File: src/rtl/chess_clock_time_ctrl.sv
// Chess clock time-control sequencer: loads both budgets, runs a one-second prescaler for the
// active player, applies Fischer increments on direct hand-over and flags exhausted budgets.
module chess_clock_time_ctrl #(
  parameter int unsigned TICK_DIV = 100_000_000,
  parameter int unsigned TIME_W   = 12,
  parameter int unsigned INC_W    = 8
) (
  input  logic              i_clk,
  input  logic              i_rst,
  input  logic              i_restart,
  input  logic              i_a_stop,
  input  logic              i_b_stop,
  input  logic [TIME_W-1:0] i_cfg_time,
  input  logic [INC_W-1:0]  i_cfg_inc,
  output logic [TIME_W-1:0] o_a_time,
  output logic [TIME_W-1:0] o_b_time,
  output logic              o_a_zero,
  output logic              o_b_zero,
  output logic              o_tick
);

  localparam int unsigned    PS_W   = $clog2(TICK_DIV);
  localparam logic [PS_W-1:0] PS_MAX = PS_W'(TICK_DIV - 1);

  typedef enum logic [2:0] {
    S_LOAD, S_WAIT, S_RUN_A, S_RUN_B, S_PAUSED, S_EXPIRED
  } state_e;

  typedef enum logic [1:0] {RUN_NONE, RUN_A, RUN_B} run_e;

  state_e            state_q, state_d;
  run_e              prev_run_q, prev_run_d;
  run_e              run;
  logic [PS_W-1:0]   presc_q, presc_d;
  logic [INC_W-1:0]  inc_q, inc_d;
  logic [TIME_W-1:0] a_time_q, a_time_d, b_time_q, b_time_d;
  logic              a_zero_q, a_zero_d, b_zero_q, b_zero_d;
  logic              tick_q, tick_d;

  function automatic logic [TIME_W-1:0] sat_add(input logic [TIME_W-1:0] t,
                                                input logic [INC_W-1:0]  inc);
    logic [TIME_W:0] sum;
    sum = {1'b0, t} + (TIME_W+1)'(inc);
    return sum[TIME_W] ? '1 : sum[TIME_W-1:0];
  endfunction

  always_comb begin
    if (!i_a_stop && i_b_stop)      run = RUN_A;
    else if (i_a_stop && !i_b_stop) run = RUN_B;
    else                            run = RUN_NONE;
  end

  always_comb begin
    state_d    = state_q;
    prev_run_d = prev_run_q;
    presc_d    = presc_q;
    inc_d      = inc_q;
    a_time_d   = a_time_q;
    b_time_d   = b_time_q;
    a_zero_d   = a_zero_q;
    b_zero_d   = b_zero_q;
    tick_d     = 1'b0;

    if (i_restart || state_q == S_LOAD) begin
      a_time_d   = i_cfg_time;
      b_time_d   = i_cfg_time;
      inc_d      = i_cfg_inc;
      a_zero_d   = 1'b0;
      b_zero_d   = 1'b0;
      presc_d    = '0;
      prev_run_d = RUN_NONE;
      state_d    = i_restart ? S_LOAD : S_WAIT;
    end else begin
      case (state_q)
        S_WAIT, S_PAUSED: begin
          if (run == RUN_A) begin
            state_d    = S_RUN_A;
            prev_run_d = RUN_A;
          end else if (run == RUN_B) begin
            state_d    = S_RUN_B;
            prev_run_d = RUN_B;
          end
        end

        // An empty budget on entry expires without a tick; otherwise the last tick expires it.
        S_RUN_A: begin
          if (a_time_q == '0) begin
            a_zero_d = 1'b1;
            presc_d  = '0;
            state_d  = S_EXPIRED;
          end else if (run == RUN_A) begin
            if (presc_q == PS_MAX) begin
              presc_d  = '0;
              tick_d   = 1'b1;
              a_time_d = a_time_q - TIME_W'(1);
              if (a_time_q == TIME_W'(1)) begin
                a_zero_d = 1'b1;
                state_d  = S_EXPIRED;
              end
            end else begin
              presc_d = presc_q + PS_W'(1);
            end
          end else if (run == RUN_B) begin
            presc_d = '0;
            if (prev_run_q == RUN_A && !a_zero_q) a_time_d = sat_add(a_time_q, inc_q);
            prev_run_d = RUN_B;
            state_d    = S_RUN_B;
          end else begin
            presc_d    = '0;
            prev_run_d = RUN_NONE;
            state_d    = S_PAUSED;
          end
        end

        S_RUN_B: begin
          if (b_time_q == '0) begin
            b_zero_d = 1'b1;
            presc_d  = '0;
            state_d  = S_EXPIRED;
          end else if (run == RUN_B) begin
            if (presc_q == PS_MAX) begin
              presc_d  = '0;
              tick_d   = 1'b1;
              b_time_d = b_time_q - TIME_W'(1);
              if (b_time_q == TIME_W'(1)) begin
                b_zero_d = 1'b1;
                state_d  = S_EXPIRED;
              end
            end else begin
              presc_d = presc_q + PS_W'(1);
            end
          end else if (run == RUN_A) begin
            presc_d = '0;
            if (prev_run_q == RUN_B && !b_zero_q) b_time_d = sat_add(b_time_q, inc_q);
            prev_run_d = RUN_A;
            state_d    = S_RUN_A;
          end else begin
            presc_d    = '0;
            prev_run_d = RUN_NONE;
            state_d    = S_PAUSED;
          end
        end

        S_EXPIRED: ;

        default: state_d = S_LOAD;
      endcase
    end
  end

  always_ff @(posedge i_clk) begin
    if (i_rst) begin
      state_q    <= S_LOAD;
      prev_run_q <= RUN_NONE;
      presc_q    <= '0;
      inc_q      <= '0;
      a_time_q   <= '0;
      b_time_q   <= '0;
      a_zero_q   <= 1'b0;
      b_zero_q   <= 1'b0;
      tick_q     <= 1'b0;
    end else begin
      state_q    <= state_d;
      prev_run_q <= prev_run_d;
      presc_q    <= presc_d;
      inc_q      <= inc_d;
      a_time_q   <= a_time_d;
      b_time_q   <= b_time_d;
      a_zero_q   <= a_zero_d;
      b_zero_q   <= b_zero_d;
      tick_q     <= tick_d;
    end
  end

  assign o_a_time = a_time_q;
  assign o_b_time = b_time_q;
  assign o_a_zero = a_zero_q;
  assign o_b_zero = b_zero_q;
  assign o_tick   = tick_q;

endmodule

File: config.mk
export PLATFORM = sky130hd
export DESIGN_NAME = chess_clock_time_ctrl
export DESIGN_NICKNAME = d
export VERILOG_FILES = /design/src/rtl/chess_clock_time_ctrl.sv
export SDC_FILE = /design/constraint.sdc
export NUM_CORES = 1
export LEC_CHECK = 0
export ABC_AREA = 1
export CAP_MARGIN = 30
export CORE_ASPECT_RATIO = 0.6
export CORE_MARGIN = 5
export CORE_UTILIZATION = 50
export DETAILED_ROUTE_END_ITERATION = 10
export PLACE_DENSITY = 0.71
export SLEW_MARGIN = 20
export SYNTH_ARGS = -nofsm -noshare
export SYNTH_HDL_FRONTEND = slang
export SYNTH_SLANG_ARGS = --single-unit
File: constraint.sdc
create_clock -name i_clk -period 2.3 [get_ports i_clk]
set_input_delay 0.575 -clock i_clk [delete_from_list [all_inputs] [get_ports i_clk]]
set_output_delay 0.575 -clock i_clk [all_outputs]
set_load 0.02 [all_outputs]
==> impl_metrics.tcl, run 1 <==
set metrics [dict create \
    fin_nets 971 \
    synth_edf_count 0 \
    path_clk_slew_ns 0.06 \
    synth_ff_type "dfxtp_1" \
    dp_cells 1047 \
    die_h_um 89.3 \
    leakagePower_nw 2.79 \
    die_w_um 142 \
    post-place-ws_ns -0.243 \
    clockBufferDepth 2 \
    syn_area_um2 5250 \
    wl_per_cell_um 15.4 \
    io_buffers 51 \
    period_share_pct 96.0 \
    route.detailed.drc 0 \
    placed_area_um2 6150 \
    maxSlewHeadroom_pct 63.2 \
    synthArstFlopShare_pct 0 \
    crit_chain "clkdlybuf4s50_1, inv_1, ha_1, buf_4, nand3_1, nand2_1, nand2_1, nand2_2, nand2_2, buf_4, nor3b_2" \
    syn2layout_area_growth_pct 23.8 \
    yosys_warnings 0 \
    initial_utilization_pct 50.4 \
    hold_path_class "register to register" \
    viasPerCell 5.45 \
    drive_above_1_share_pct 12.7 \
    setup.worst_path.class "input pin to register" \
    status "completed" \
    grt.overflow.total 0 \
    cts_root_buf "clkbuf_16" \
    finalClockSkew_ns 0.00716 \
    yosysTopAreaCellShare_pct 25.6 \
    design_power_total_mw 4.08 \
    met1_usage_pct 38.1 \
    setup_viol 0 \
    cp.required_ns 2.55 \
    grt_pass1_wl_um 26800 \
    synth_area_leaders "dfxtp_1 26%, nand2_1 15%, nor2_1 8.2%" \
    drv_cap 0 \
    numClockSinks 67 \
    synth-seq-area-share_pct 25.6 \
    vias 5796 \
    drt_iter0_drc 648 \
    synth.most_common_cell "nand2_1" \
    placementRows 29 \
    critPathTopFamily "buffers and inverters" \
    top_usage_layer "met2" \
    core_um2 10400 \
    final_area_um2 6500 \
    netlist_instances 835 \
    grtUsageMet2_pct 40.0 \
    die-area_um2 12700 \
    h-tree-depth 3 \
    ir_worst_vdd_v 0.000401 \
    rsz0062_at_grt "false" \
    routed_wl_um 16400 \
    ys_seq_elements 67 \
    holdWs_ns 0.480 \
    cts_buffers 9 \
    grt_use_total_pct 26.7 \
    crit_path_top_delay_cell "clkdlybuf4s50_1" \
    antenna_found_initial 0 \
    synth_fp_nets 887 \
    end_kind "register" \
    drv_slew 0 \
    finalNonFillerCells 1063 \
    final_antenna_net_count 0 \
    crit_fanout 5 \
    powerDensity_nw_per_um2 628 \
    critPathLaunchType "input pin" \
    cts_setup_buffers 0 \
    gp_congestion 0.926 \
    dpl.hpwl_um 12800 \
    grt_max_degree 25 \
    cts_tree "done" \
    use_met3_pct 8.61 \
    path_buf_inv 4 \
    worstPathArrival_ns 2.46 \
    grt_pass1_vias 5326 \
    yosys-top-cells-count "204 x nand2_1, 115 x nor2_1, 88 x inv_1" \
    synthDistinctLibCells 46 \
    worst_pin_slew_ns 0.547 \
    clock_latency_ns 0.34 \
    dr.pass1.iters 5 \
    finalHoldViolations 0 \
    fmax_mhz 453 \
    antenna_cells 0 \
    avgSynthCellArea_um2 6.28 \
    fin_crit_ns 2.21 \
    setup_ws_ns 0.0920 \
    pin_count 52 \
    synth_top_area_cell "dfxtp_1" \
    cpPeakStageDelay_ns 0.45 \
]
==> where the power goes <==
part           switching [mW]  total [mW]  internal, mW
Clock                   0.556        1.53         0.979
Combinational           0.702        1.19         0.485
Sequential              0.128        1.36          1.23
Total                    1.39        4.08          2.69
==> stage by stage <==
stage          utilization (%)  setup TNS, ns
6_report                  62.4              0
5_1_grt                   62.4              0
4_1_cts                   62.2              0
3_5_place_dp              59.1          -7.23
3_3_place_gp              59.1          -3.40
2_1_floorplan                -              0
==> tightest hold or removal path, stage by stage, from the launching register on <==
cell,delay [ns]
dfxtp_1,0.31
inv_1,0.07
a21oi_1,0.06
==> flip-flops by register name (all words and copies together), names as in the netlist <==
register    count
prev_run_q      2
o_tick          1
state_q         3
o_b_zero        1
o_b_time       12
o_a_zero        1
presc_q        27
inc_q           8
o_a_time       12
==> layer usage <==
layer	part of all wire, %	vias to the layer above
met4	0.54	0
met1	48	2629
met5	0	-
li1	-	2896
met2	40	258
met3	11	13
==> logic make-up after synthesis <==
family,count (synthesis),synth area share [%]
xor+xnor,20,3.34
buf+inv,123,9.83
compound gates,136,14.5
fa+ha+maj,27,6.73
flops,67,25.6
simple gates,462,40.1
==> final cells by class <==
type	instances	area, um2
fillers	923	3920
multi-input cells	645	3410
flip-flops and latches	67	1340
repair buffers	95	866
inverters	101	382
clock buffers	10	239
well taps	139	174
clock inverters	6	88.8
==> final timing paths <==
check	cells after the start	startpoint	endpoint	slack, ns
max	11	i_b_stop	presc_q[10]	0.09
min	2	prev_run_q[1]	prev_run_q[1]	0.48
max reg2reg	12	o_b_time[1]	presc_q[10]	0.13
min reg2reg	2	prev_run_q[1]	prev_run_q[1]	0.48
==> timing repair <==
| action | in CTS | in global routing |
|---|---|---|
| endpoints found under the setup margin | 0 | 15 |
| gates resized for setup | 0 | 6 |
| hold buffers | 0 | 0 |
==> cell usage in the layout (no fill, tap or decap), drive strengths merged, types with 11 or more instances in the layout <==
master | Yosys | layout
nand2 | 212 | 212
nor2 | 129 | 129
inv | 101 | 101
nand3 | 75 | 75
dfxtp | 67 | 67
a21oi | 61 | 61
clkdlybuf4s50 | 0 | 51
o21ai | 48 | 48
buf | 14 | 44
ha | 25 | 25
nor3 | 20 | 20
nand4 | 15 | 15
xnor2 | 11 | 11
Power figures use the tool's default switching activity.
==> inputs of run 2 (changes only) <==
--- a/config.mk
+++ b/config.mk
@@ -9,9 +9,9 @@
 export CAP_MARGIN = 30
 export CORE_ASPECT_RATIO = 0.6
 export CORE_MARGIN = 5
-export CORE_UTILIZATION = 50
+export CORE_UTILIZATION = 58
 export DETAILED_ROUTE_END_ITERATION = 10
-export PLACE_DENSITY = 0.71
+export PLACE_DENSITY = 0.81
 export SLEW_MARGIN = 20
 export SYNTH_ARGS = -nofsm -noshare
 export SYNTH_HDL_FRONTEND = slang
==> impl_metrics.tcl, run 2 (same netlist as run 1, synthesis figures left out) <==
set metrics [dict create \
    status "completed" \
    dpl.hpwl_um 13200 \
    fillCellCount 713 \
    grtUsageMet2_pct 42.8 \
    worst_pin_slew_ns 0.598 \
    powerDensity_nw_per_um2 634 \
    worstHoldStart "o_a_zero" \
    critPathTopFamily "simple AND/OR/NAND/NOR gates" \
    crit_path_top_delay_cell "fa_1" \
    critPathLaunchType "register" \
    route.detailed.drc 0 \
    period_share_pct 94.5 \
    rsz0062_at_grt "false" \
    clockBufferDepth 2 \
    fin_crit_ns 2.17 \
    drv_slew 0 \
    end_kind "register" \
    finalHoldViolations 0 \
    regMostFlops "presc_q" \
    grt_max_degree 25 \
    drive_above_1_share_pct 12.5 \
    initial_utilization_pct 60.6 \
    cpPeakStageDelay_ns 0.42 \
    largest_reg_flops 27 \
    gp_congestion 0.990 \
    use_met3_pct 7.89 \
    setup_viol 0 \
    placed_area_um2 6070 \
    maxSlewHeadroom_pct 59.8 \
    crit_fanout 6 \
    final_area_um2 6430 \
    finalClockSkew_ns 0.00641 \
    numClockSinks 67 \
    die_h_um 83.7 \
    fin_util_pct 74.4 \
    setup.worst_path.class "register to register" \
    crit_chain "ha_1, fa_1, nand3_1, nand2_2, nand3_1, nand2_2, nor2_2, buf_4, nand2_1, nand3_1, nand2_1, o21a_1" \
    cpMostUsedCell "nand3_1" \
    layout_commonest_cell "nand2_1" \
    fin_nets 966 \
    fmax_mhz 460 \
    core_um2 8650 \
    h-tree-depth 3 \
    rrSetupSlack_ns 0.13 \
    final_cell_mix "199 x nand2_1, 113 x nor2_1, 88 x inv_1, 74 x nand3_1, 66 x dfxtp_1" \
    hold-path-endpoint "o_a_zero" \
    hold_depth 2 \
    drv_cap 0 \
    cts_root_buf "clkbuf_16" \
    cts_tree "done" \
    grt_pass1_vias 5428 \
    dr.pass1.iters 5 \
    antenna_found_initial 0 \
    pin_count 52 \
    placementRows 26 \
    ctsHoldBuffers 0 \
    hold_path_class "register to register" \
    routed_wl_um 17100 \
    holdWs_ns 0.489 \
    final_antenna_net_count 0 \
    dp_cells 1015 \
    vias 6052 \
    finalNonFillerCells 1031 \
    grt_pass1_wl_um 27300 \
    met1_usage_pct 45.5 \
    path_buf_inv 1 \
    cp.required_ns 2.53 \
    die_w_um 133 \
    die-area_um2 11100 \
    wl_per_cell_um 16.5 \
    drt_iter0_drc 860 \
    path_clk_slew_ns 0.06 \
    clock_latency_ns 0.34 \
    syn2layout_area_growth_pct 22.7 \
    top_usage_layer "met1" \
    ir_worst_vdd_v 0.000374 \
    grt_use_total_pct 30.4 \
    cts_buffers 9 \
    regToRegStartpoint "inc_q[0]" \
    worstPathArrival_ns 2.40 \
    grt.overflow.total 0 \
    antenna_cells 0 \
    leakagePower_nw 2.78 \
    rr_endpoint "o_b_time[5]" \
    viasPerCell 5.87 \
    io_buffers 51 \
    r2r_cells 12 \
]
## run 2: metrics by stage
step,setup WS [ns],setup TNS (ns),power [mW]
floorplan,0.171,0,2.12
global placement,-0.0520,-0.320,2.50
detailed placement,-0.143,-3.76,2.53
CTS,0.0352,0,4.04
global route,0.0102,0,4.28
finish,0.126,0,4.08
## run 2: power breakdown
group / switching, mW / total, mW / internal (mW)
clock: 0.537 / 1.52 / 0.984
sequential: 0.124 / 1.36 / 1.23
combinational: 0.724 / 1.20 / 0.480
## run 2: area by class of cell
type / count / area [um2] / area share (%)
Sequential cell: 67 / 1340 / 20.9
Clock buffer: 11 / 243 / 3.77
Inverter: 101 / 382 / 5.93
Tap cell: 112 / 140 / 2.18
Multi-Input combinational cell: 645 / 3430 / 53.3
Timing Repair Buffer: 90 / 816 / 12.7
Clock inverter: 5 / 85.1 / 1.32
## run 2: what timing repair did
item                                    CTS  global route
endpoints found under the hold margin     0             0
endpoints found under the setup margin    0            46
setup buffers                             0             0
gates resized for setup                   0            12
## run 2: worst min-delay path: cells and delay by family, from the launching register on
| kind | cells | cell delay, ns |
|---|---|---|
| flip-flops | 1 | 0.31 |
| AO/OA/AOI/OAI | 1 | 0.06 |
| buffers and inverters | 1 | 0.07 |
## run 2: layer usage
layer / up-vias / share of wire (%)
met5: - / 0
met4: 0 / 1.6
met3: 40 / 11
met2: 370 / 41
met1: 2763 / 46
li1: 2879 / -
## run 2: worst max-delay path by stage
stage	from	to	slack, ns	cells after the start
CTS	o_a_time[0]	o_a_time[2]	0.04	11
floorplan	o_b_time[0]	o_b_time[5]	0.17	11
detailed placement	i_a_stop	presc_q[6]	-0.14	11
global placement	i_b_stop	o_b_time[10]	-0.05	10
global route	i_b_stop	presc_q[6]	0.01	11
finish	inc_q[0]	o_b_time[5]	0.13	12
==> RTL edit (config.mk and constraints of run 1) <==
Re-encode `run_e` (3 values) as one-hot, 3 bits wide.
--- a/src/rtl/chess_clock_time_ctrl.sv
+++ b/src/rtl/chess_clock_time_ctrl.sv
@@ -27,5 +27,5 @@
   } state_e;
 
-  typedef enum logic [1:0] {RUN_NONE, RUN_A, RUN_B} run_e;
+  typedef enum logic [2:0] {RUN_NONE = 3'b001, RUN_A = 3'b010, RUN_B = 3'b100} run_e;
 
   state_e            state_q, state_d;
Formal check against the unedited RTL: same outputs for any inputs over 4 cycles, from zero or initial values and one cycle with i_rst high; so few cycles prove little.
==> RTL edit against run 1 <==
  * Highest routed layer unchanged
  * Non-clock buffer count increased by 9
  * Setup slack improved by 0.055 ns
  * Critical endpoint is now o_b_time[8]
  * Clock skew decreased by 0.0036 ns
  * Synthesized area increased by 5.7%
  * Cell area increased by 5.8%
  * Sequential power about the same
  * Register-to-register slack improved by 0.06 ns
  * Total power increased by 2.5%
  * Sequential cell count increased by 1
  * Wire length increased by 6.5%
==> RTL edit: results <==
metrics = {
    "placement": {
        "gp_congestion": 0.985,
        "portBuffers": 51,
        "hpwl_um": 13500,
    },
    "yosys": {
        "synth_fp_nets": 948,
        "yosysUniqueCellTypes": 46,
        "syn_avg_cell_area_um2": 6.19,
        "synthTopCellsByArea": "dfxtp_1 (25%), nand2_1 (15%), nor2_1 (9.1%)",
        "yosysSeqAreaShare_pct": 24.5,
        "synth_warnings": 0,
        "synth_common_cells": "nand2_1 (224), nor2_1 (134), inv_1 (102)",
        "ys.flop_type": "dfxtp_1",
        "async_reset_ff_share_pct": 0,
    },
    "routing": {
        "drt_first_pass_iters": 5,
        "wl_met2_um": 6210,
        "top_layer": "met4",
        "drc": 0,
        "viasPerCell": 5.40,
        "routedLengthMet1_um": 9300,
        "wl_met3_um": 1760,
        "totalWireLength_um": 17400,
        "drt-initial-drc-count": 751,
    },
    "worst_setup_path": {
        "path_max_fanout": 11,
        "arrival_ns": 1.58,
        "r2r_cells": 11,
        "path_delay_family": "buffers and inverters",
        "crit_slowest_cell": "clkdlybuf4s50_1",
        "r2r-start": "inc_q[0]",
        "r2r_end": "o_b_time[10]",
        "crit_end": "o_b_time[8]",
        "r2r_slack_ns": 0.19,
        "startpoint": "o_b_time[8]",
        "cpPeakStageDelay_ns": 0.69,
    },
    "worst_hold_path": {
        "whs_path_depth": 2,
        "hold_path.class": "reg2reg",
        "min-delay-start": "presc_q[1]",
    },
    "cts": {
        "insertion_delay_ns": 0.34,
        "cts_root_buffer": "clkbuf_16",
        "cts_buffers": 9,
        "cts_buffer_depth": 2,
        "htree_levels": 3,
        "clk_pin_slew_worst_paths_ns": 0.05,
    },
    "outcome": {
        "status": "complete, no violations",
    },
    "global_routing": {
        "groute.usage.overall_pct": 25.6,
        "grt_pass1_wl_um": 27500,
        "grt_max_degree": 24,
        "grt_pass1_vias": 5101,
        "antenna_found_initial": 0,
    },
    "layout": {
        "layout.nets": 1043,
        "antenna_cells": 0,
        "instances_no_fill": 1134,
        "largest_reg_flops": 27,
        "largest-register": "presc_q",
        "final_layout_size_suffix_gt1_share_pct": 14.6,
    },
    "sta": {
        "max_slew.worst_pin.slew_ns": 0.543,
        "finalClockSkew_ns": 0.00353,
    },
    "power_and_ir_drop": {
        "ir_worst_vdd_uv": 404,
        "power.leakage_nw": 3.09,
    },
}
## RTL edit: how the worst min path moves through the flow
stage,to,slack [ns]
floorplan,prev_run_q[0],0.45
global placement,presc_q[1],0.49
detailed placement,presc_q[1],0.49
CTS,presc_q[1],0.50
global route,prev_run_q[1],0.52
finish,presc_q[1],0.49
## RTL edit: per-stage QoR
stage               instance area (µm²)  worst slack (ns)
floorplan                          5550             0.273
global placement                   6530           -0.0530
detailed placement                 6530            -0.131
CTS                                6870             0.167
global route                       6870            0.0463
finish                             6870             0.147
## RTL edit: area by class of cell
cell class / instances / area (µm²)
fill: 999 / 3830
multi-input combinational: 694 / 3610
sequential: 68 / 1360
timing repair buffer: 104 / 958
inverter: 114 / 429
clock buffer: 9 / 225
tap: 139 / 174
clock inverter: 6 / 114
## RTL edit: cell families (layout without fill, tap and decap cells)
| kind of cell | Yosys count | after routing | synth area share (%) |
|---|---|---|---|
| simple gates | 521 | 521 | 41.8 |
| xor+xnor | 20 | 20 | 3.16 |
| buf+inv | 134 | 233 | 10.5 |
| fa+ha+maj | 27 | 27 | 6.36 |
| flops | 68 | 68 | 24.5 |
| compound gates | 126 | 126 | 13.7 |
## RTL edit: where the power goes
part | internal, W | switching (W) | total, W
Combinational | 0.000481 | 0.000728 | 0.00121
Sequential | 0.00125 | 0.000117 | 0.00136
Clock | 0.00105 | 0.000553 | 0.00161
Total | 0.00278 | 0.00140 | 0.00418
## RTL edit: metal layers
layer,vias up,global-route usage [%]
met4,0,4.77
li1,3077,-
met5,-,0
met2,303,31.3
met3,16,4.48
met1,2727,44.0
## RTL edit: timing repair
| item | in CTS | in global routing |
|---|---|---|
| endpoints found under the setup margin | 0 | 1 |
| gates resized for setup | 0 | 1 |
| setup buffers | 0 | 0 |
| hold buffers | 0 | 0 |
